===== src/rtl/mem_bus_arbiter.sv =====
// Arbitrates one single-port synchronous RAM between the IF and MEM masters.
// Data has fixed priority; IF wins once STARVE_MAX consecutive data grants were made while it waited.
module mem_bus_arbiter #(
    parameter int ADDR_W     = 32,
    parameter int DATA_W     = 32,
    parameter int MEM_LAT    = 2,
    parameter int STARVE_MAX = 4
) (
    input  logic                  clk,
    input  logic                  rst,
    input  logic                  inst_req_i,
    input  logic [ADDR_W-1:0]     inst_addr_i,
    output logic [DATA_W-1:0]     inst_rdata_o,
    output logic                  inst_ack_o,
    input  logic                  data_req_i,
    input  logic                  data_we_i,
    input  logic [DATA_W/8-1:0]   data_sel_i,
    input  logic [ADDR_W-1:0]     data_addr_i,
    input  logic [DATA_W-1:0]     data_wdata_i,
    output logic [DATA_W-1:0]     data_rdata_o,
    output logic                  data_ack_o,
    output logic                  stallreq_if_o,
    output logic                  stallreq_mem_o,
    output logic                  mem_ce_o,
    output logic                  mem_we_o,
    output logic [DATA_W/8-1:0]   mem_sel_o,
    output logic [ADDR_W-1:0]     mem_addr_o,
    output logic [DATA_W-1:0]     mem_wdata_o,
    input  logic [DATA_W-1:0]     mem_rdata_i
);

    localparam int SEL_W = DATA_W / 8;
    localparam int CNT_W = $clog2(MEM_LAT + 1);
    localparam int STV_W = $clog2(STARVE_MAX + 1);

    localparam logic [1:0] S_IDLE = 2'd0;
    localparam logic [1:0] S_BUSY = 2'd1;
    localparam logic [1:0] S_ACK  = 2'd2;

    logic [1:0]        state_q, state_d;
    logic [CNT_W-1:0]  cnt_q, cnt_d;
    logic [STV_W-1:0]  starve_q, starve_d;
    logic              owner_data_q, owner_data_d;
    logic              we_q, we_d;
    logic [SEL_W-1:0]  sel_q, sel_d;
    logic [ADDR_W-1:0] addr_q, addr_d;
    logic [DATA_W-1:0] wdata_q, wdata_d;
    logic [DATA_W-1:0] irdata_q, irdata_d;
    logic [DATA_W-1:0] drdata_q, drdata_d;
    logic              grant_data;
    logic              grant_inst;

    assign grant_data = data_req_i && (!inst_req_i || (starve_q < STV_W'(STARVE_MAX)));
    assign grant_inst = inst_req_i && !grant_data;

    always_comb begin
        state_d      = state_q;
        cnt_d        = cnt_q;
        starve_d     = starve_q;
        owner_data_d = owner_data_q;
        we_d         = we_q;
        sel_d        = sel_q;
        addr_d       = addr_q;
        wdata_d      = wdata_q;
        irdata_d     = irdata_q;
        drdata_d     = drdata_q;
        case (state_q)
            S_IDLE: begin
                if (grant_data) begin
                    state_d      = S_BUSY;
                    cnt_d        = CNT_W'(1);
                    owner_data_d = 1'b1;
                    we_d         = data_we_i;
                    sel_d        = data_sel_i;
                    addr_d       = data_addr_i;
                    wdata_d      = data_wdata_i;
                    // grant_data with inst waiting implies starve_q < STARVE_MAX, so this saturates
                    starve_d     = inst_req_i ? starve_q + STV_W'(1) : '0;
                end else if (grant_inst) begin
                    state_d      = S_BUSY;
                    cnt_d        = CNT_W'(1);
                    owner_data_d = 1'b0;
                    we_d         = 1'b0;
                    sel_d        = '1;
                    addr_d       = inst_addr_i;
                    wdata_d      = '0;
                    starve_d     = '0;
                end
            end
            S_BUSY: begin
                if (cnt_q == CNT_W'(MEM_LAT)) begin
                    state_d = S_ACK;
                    if (owner_data_q) begin
                        drdata_d = we_q ? '0 : mem_rdata_i;
                    end else begin
                        irdata_d = mem_rdata_i;
                    end
                end else begin
                    cnt_d = cnt_q + CNT_W'(1);
                end
            end
            S_ACK:   state_d = S_IDLE;
            default: state_d = S_IDLE;
        endcase
    end

    always_ff @(posedge clk) begin
        if (!rst) begin
            state_q      <= S_IDLE;
            cnt_q        <= '0;
            starve_q     <= '0;
            owner_data_q <= 1'b0;
            we_q         <= 1'b0;
            sel_q        <= '0;
            addr_q       <= '0;
            wdata_q      <= '0;
            irdata_q     <= '0;
            drdata_q     <= '0;
        end else begin
            state_q      <= state_d;
            cnt_q        <= cnt_d;
            starve_q     <= starve_d;
            owner_data_q <= owner_data_d;
            we_q         <= we_d;
            sel_q        <= sel_d;
            addr_q       <= addr_d;
            wdata_q      <= wdata_d;
            irdata_q     <= irdata_d;
            drdata_q     <= drdata_d;
        end
    end

    // RAM strobes are only driven while a transfer is in flight
    assign mem_ce_o    = (state_q == S_BUSY);
    assign mem_we_o    = mem_ce_o & we_q;
    assign mem_sel_o   = mem_ce_o ? sel_q : '0;
    assign mem_addr_o  = mem_ce_o ? addr_q : '0;
    assign mem_wdata_o = mem_ce_o ? wdata_q : '0;

    assign inst_ack_o   = (state_q == S_ACK) & ~owner_data_q;
    assign data_ack_o   = (state_q == S_ACK) & owner_data_q;
    assign inst_rdata_o = irdata_q;
    assign data_rdata_o = drdata_q;

    assign stallreq_if_o  = inst_req_i & ~inst_ack_o;
    assign stallreq_mem_o = data_req_i & ~data_ack_o;

endmodule


===== config.mk =====
export PLATFORM = sky130hd
export DESIGN_NAME = mem_bus_arbiter
export DESIGN_NICKNAME = d
export VERILOG_FILES = /design/src/rtl/mem_bus_arbiter.sv
export SDC_FILE = /design/constraint.sdc
export NUM_CORES = 1
export LEC_CHECK = 0
export CAP_MARGIN = 20
export CORE_MARGIN = 4
export CORE_UTILIZATION = 45
export CTS_CLUSTER_DIAMETER = 120
export CTS_CLUSTER_SIZE = 28
export DETAILED_ROUTE_END_ITERATION = 12
export MAX_ROUTING_LAYER = met4
export PLACE_DENSITY = 0.86
export SYNTH_ARGS = -nofsm -noshare
export SYNTH_HDL_FRONTEND = slang
export SYNTH_SLANG_ARGS = --single-unit

===== constraint.sdc =====
create_clock -name clk -period 5 [get_ports clk]
set_clock_uncertainty 0.2 [all_clocks]
set_input_delay 0.5 -clock clk [delete_from_list [all_inputs] [get_ports clk]]
set_output_delay 0.5 -clock clk [all_outputs]
set_load 0.01 [all_outputs]

==> results.json <==
{
  "critical_path_depth": 4,
  "crit_path_top_delay_cell": "nor2b_4",
  "die_h_um": 122.3,
  "vias_per_cell": 5.295,
  "hold_path.class": "reg -> reg",
  "end_kind": "primary output",
  "drv_slew": 0,
  "rows": 41,
  "syn_inst": 673,
  "stdcell_area_mm2": 0.009229,
  "cts_made_buffers": 17,
  "synth_warnings": 0,
  "path_cells": "nor2b_4 > buf_4 > and2_1 > clkdlybuf4s50_1",
  "coreArea_mm2": 0.01272,
  "cts.sinks": 141,
  "top_usage_layer": "met2",
  "yosys_register_bits": 141,
  "io_pins": 275,
  "synth_edf_count": 0,
  "r2r_start": "cnt_q[0]",
  "drt_iter0_markers": 338,
  "dieArea_mm2": 0.01496,
  "first_global_vias": 5614,
  "r2r_cells": 5,
  "seq_power_share_pct": 41.5,
  "postSynthAreaPerCell_um2": 8.738,
  "drive_gt1_share_pct": 6.811,
  "critPathArrivalTime_ns": 2.73,
  "start_util_pct": 46.22,
  "pre_cts_ws_ns": 1.985,
  "avgRoutedWirePerCell_um": 17.19,
  "grt_max_degree": 72,
  "cp-endpoint": "mem_wdata_o[4]",
  "required_ns": 4.30,
  "synth_top_cell_by_area": "dfxtp_1",
  "synth_top_area_share_pct": 48.00,
  "slew_headroom_pct": 41.39,
  "grt_setup_unrepaired": "no",
  "path_buf_inv": 2,
  "share_comb_of_total_power_pct": 14.1,
  "swShare_pct": 23.58,
  "synth_area_mm2": 0.005881,
  "rrSetupSlack_ns": 2.55,
  "fp.dieW_um": 122.3,
  "crit_path_start": "state_q[0]",
  "slowest_delay_ns": 0.68,
  "ctsHtreeMaxLevel": 4,
  "ys_async_sr_fraction_pct": 0,
  "synth_ff_type": "dfxtp_1",
  "maxCapViolations": 0,
  "vdd.ir_drop.worst_uv": 255.0,
  "vias": 5809,
  "cts_root_buf": "clkbuf_16",
  "cts.reportedPaths.clkPinSlew_ns": 0.06,
  "diodes": 0,
  "r2r-end": "data_rdata_o[0]",
  "power_switching_uw": 687.3,
  "dp_hpwl_um": 12790,
  "ys_seq_area_share_pct": 48.00,
  "cts_tree": "built",
  "ant_nets": 0,
  "finalPower_uw": 2915,
  "first_pass_iters": 5,
  "hold_buffers": 0,
  "worst_slew_pin_slew_ns": 0.8783,
  "timing.final.crit_share_pct": 68.57,
  "synthToLayoutAreaGrowth_pct": 56.94,
  "hold-worst-slack_ns": 0.2487,
  "power.internal_uw": 2228,
  "use_met1_pct": 28.54,
  "clock_power_share_pct": 44.3,
  "clkLatencyLatePin_ns": 0.41,
  "status": "finished clean",
  "cp_max_fo": 38,
  "ys_types": 37,
  "wl_um": 18850,
  "grtUsageTotal_pct": 25.47,
  "hold_viol_final": 0,
  "drc_errors": 0,
  "nets": 1051,
  "cts_resized": 0,
  "placed_area_mm2": 0.008617,
  "grt_util_met3_pct": 10.41,
  "port_buffers": 274,
  "fmaxAchievable_mhz": 291.7,
  "gp_congestion": 0.8192,
  "antenna_found_initial": 0,
  "cts_max_path_buffers": 2,
  "fin_tns_setup_ns": 0,
  "cts_setup_buffers": 0,
  "setup_viol_count_final": 0,
  "synthTopCellsByArea": "dfxtp_1 (48%), nand2_1 (8.2%), and2_1 (7.4%)",
  "power_density_mw_per_mm2": 315.9,
  "path_class": "reg -> out",
  "period_needed_ns": 3.429,
  "start_kind": "flop",
  "power.leakage_uw": 0.003442,
  "use_met2_pct": 40.64,
  "syn_nets": 812,
  "cpLargestDelayFamily": "buffers and inverters",
  "grt_overflow_total": 0,
  "grt_pass1_wl_um": 28950,
  "fin_ws_ns": 1.571
}
[per-layer routing]
| layer | routed length (um) | part of all wire (%) | up-vias |
|---|---|---|---|
| li1 | - | - | 2832 |
| met3 | 1848 | 9.8 | 41 |
| met4 | 563 | 3.0 | 0 |
| met5 | 0 | 0 | - |
| met1 | 7442 | 39 | 2707 |
| met2 | 8998 | 48 | 229 |
[synthesized netlist by cell type, types with 2 or more instances]
| cell type | n |
|---|---|
| buf_6 | 5 |
| nor3b_1 | 2 |
| buf_2 | 24 |
| nor2b_1 | 3 |
| o21ai_0 | 36 |
| a22o_1 | 33 |
| nand3_1 | 33 |
| buf_1 | 4 |
| dfxtp_1 | 141 |
| a311oi_1 | 32 |
| or3b_1 | 25 |
| or3b_2 | 7 |
| and2_1 | 70 |
| clkbuf_1 | 32 |
| ha_1 | 2 |
| nor2_2 | 2 |
| a21oi_1 | 69 |
| nor2_1 | 3 |
| nand2_1 | 129 |
| o221a_2 | 4 |
[per-stage QoR]
stage	cells	utilization, %
after global placement	1065	67.73
after detailed placement	1065	67.73
after floorplan	673	-
after global routing	1097	72.54
final	1097	72.54
after CTS	1097	72.54
[power by group through the flow]
| stage | logic, uW | registers, uW | clock network [uW] |
|---|---|---|---|
| floorplan | 204 | 1230 | 0 |
| detailed placement | 409 | 1230 | 0 |
| global placement | 401 | 1230 | 0 |
| CTS | 413 | 1210 | 1310 |
| finish | 412 | 1210 | 1290 |
| global route | 445 | 1220 | 1370 |
[cells in the final DEF (no fill, tap or decap), drive strengths merged, types with 32 or more instances in the layout]
cell and instances:
and2 70, nand2 129, o21ai 36, or3b 32
nand3 33, a311oi 32, a21oi 70, a22o 33
clkdlybuf4s50 273, dfxtp 141
[registers in the layout, summed over array words and instances, names as in the netlist]
| name | flops |
|---|---|
| data_rdata_o | 32 |
| state_q | 2 |
| addr_q | 32 |
| starve_q | 3 |
| we_q | 1 |
| inst_rdata_o | 32 |
| owner_data_q | 1 |
| wdata_q | 32 |
| sel_q | 4 |
| cnt_q | 2 |
[worst reg2reg max path, stage by stage, from the launching register on]
cell      delay [ns]
dfxtp_1         0.30
inv_1           0.07
ha_1            0.28
nand4b_4        0.62
or3b_2          0.76
a21oi_1         0.16
[logic make-up after synthesis]
| group | Yosys count | share of synthesized area (%) |
|---|---|---|
| buf+inv | 67 | 5.425 |
| flops | 141 | 48.00 |
| compound gates | 179 | 20.19 |
| fa+ha+maj | 2 | 0.4255 |
| simple gates | 284 | 25.96 |
[layout make-up]
| type | count | area (um2) |
|---|---|---|
| clock buffers | 22 | 474.2 |
| multi-input cells | 465 | 2751 |
| flip-flops and latches | 141 | 2823 |
| inverters | 2 | 7.507 |
| well taps | 172 | 215.2 |
| repair buffers | 285 | 2820 |
| fillers | 970 | 3493 |
| clock inverters | 10 | 137.6 |
[worst min-delay path by stage]
| stage | start | to | cells past startpoint |
|---|---|---|---|
| after floorplan | wdata_q[0] | wdata_q[0] | 1 |
| after global placement | data_rdata_o[19] | data_rdata_o[19] | 2 |
| after detailed placement | data_rdata_o[4] | data_rdata_o[4] | 2 |
| after CTS | data_rdata_o[4] | data_rdata_o[4] | 2 |
| after global routing | data_rdata_o[18] | data_rdata_o[18] | 2 |
| final | data_rdata_o[2] | data_rdata_o[2] | 2 |
(Power assumes the default switching activity.)
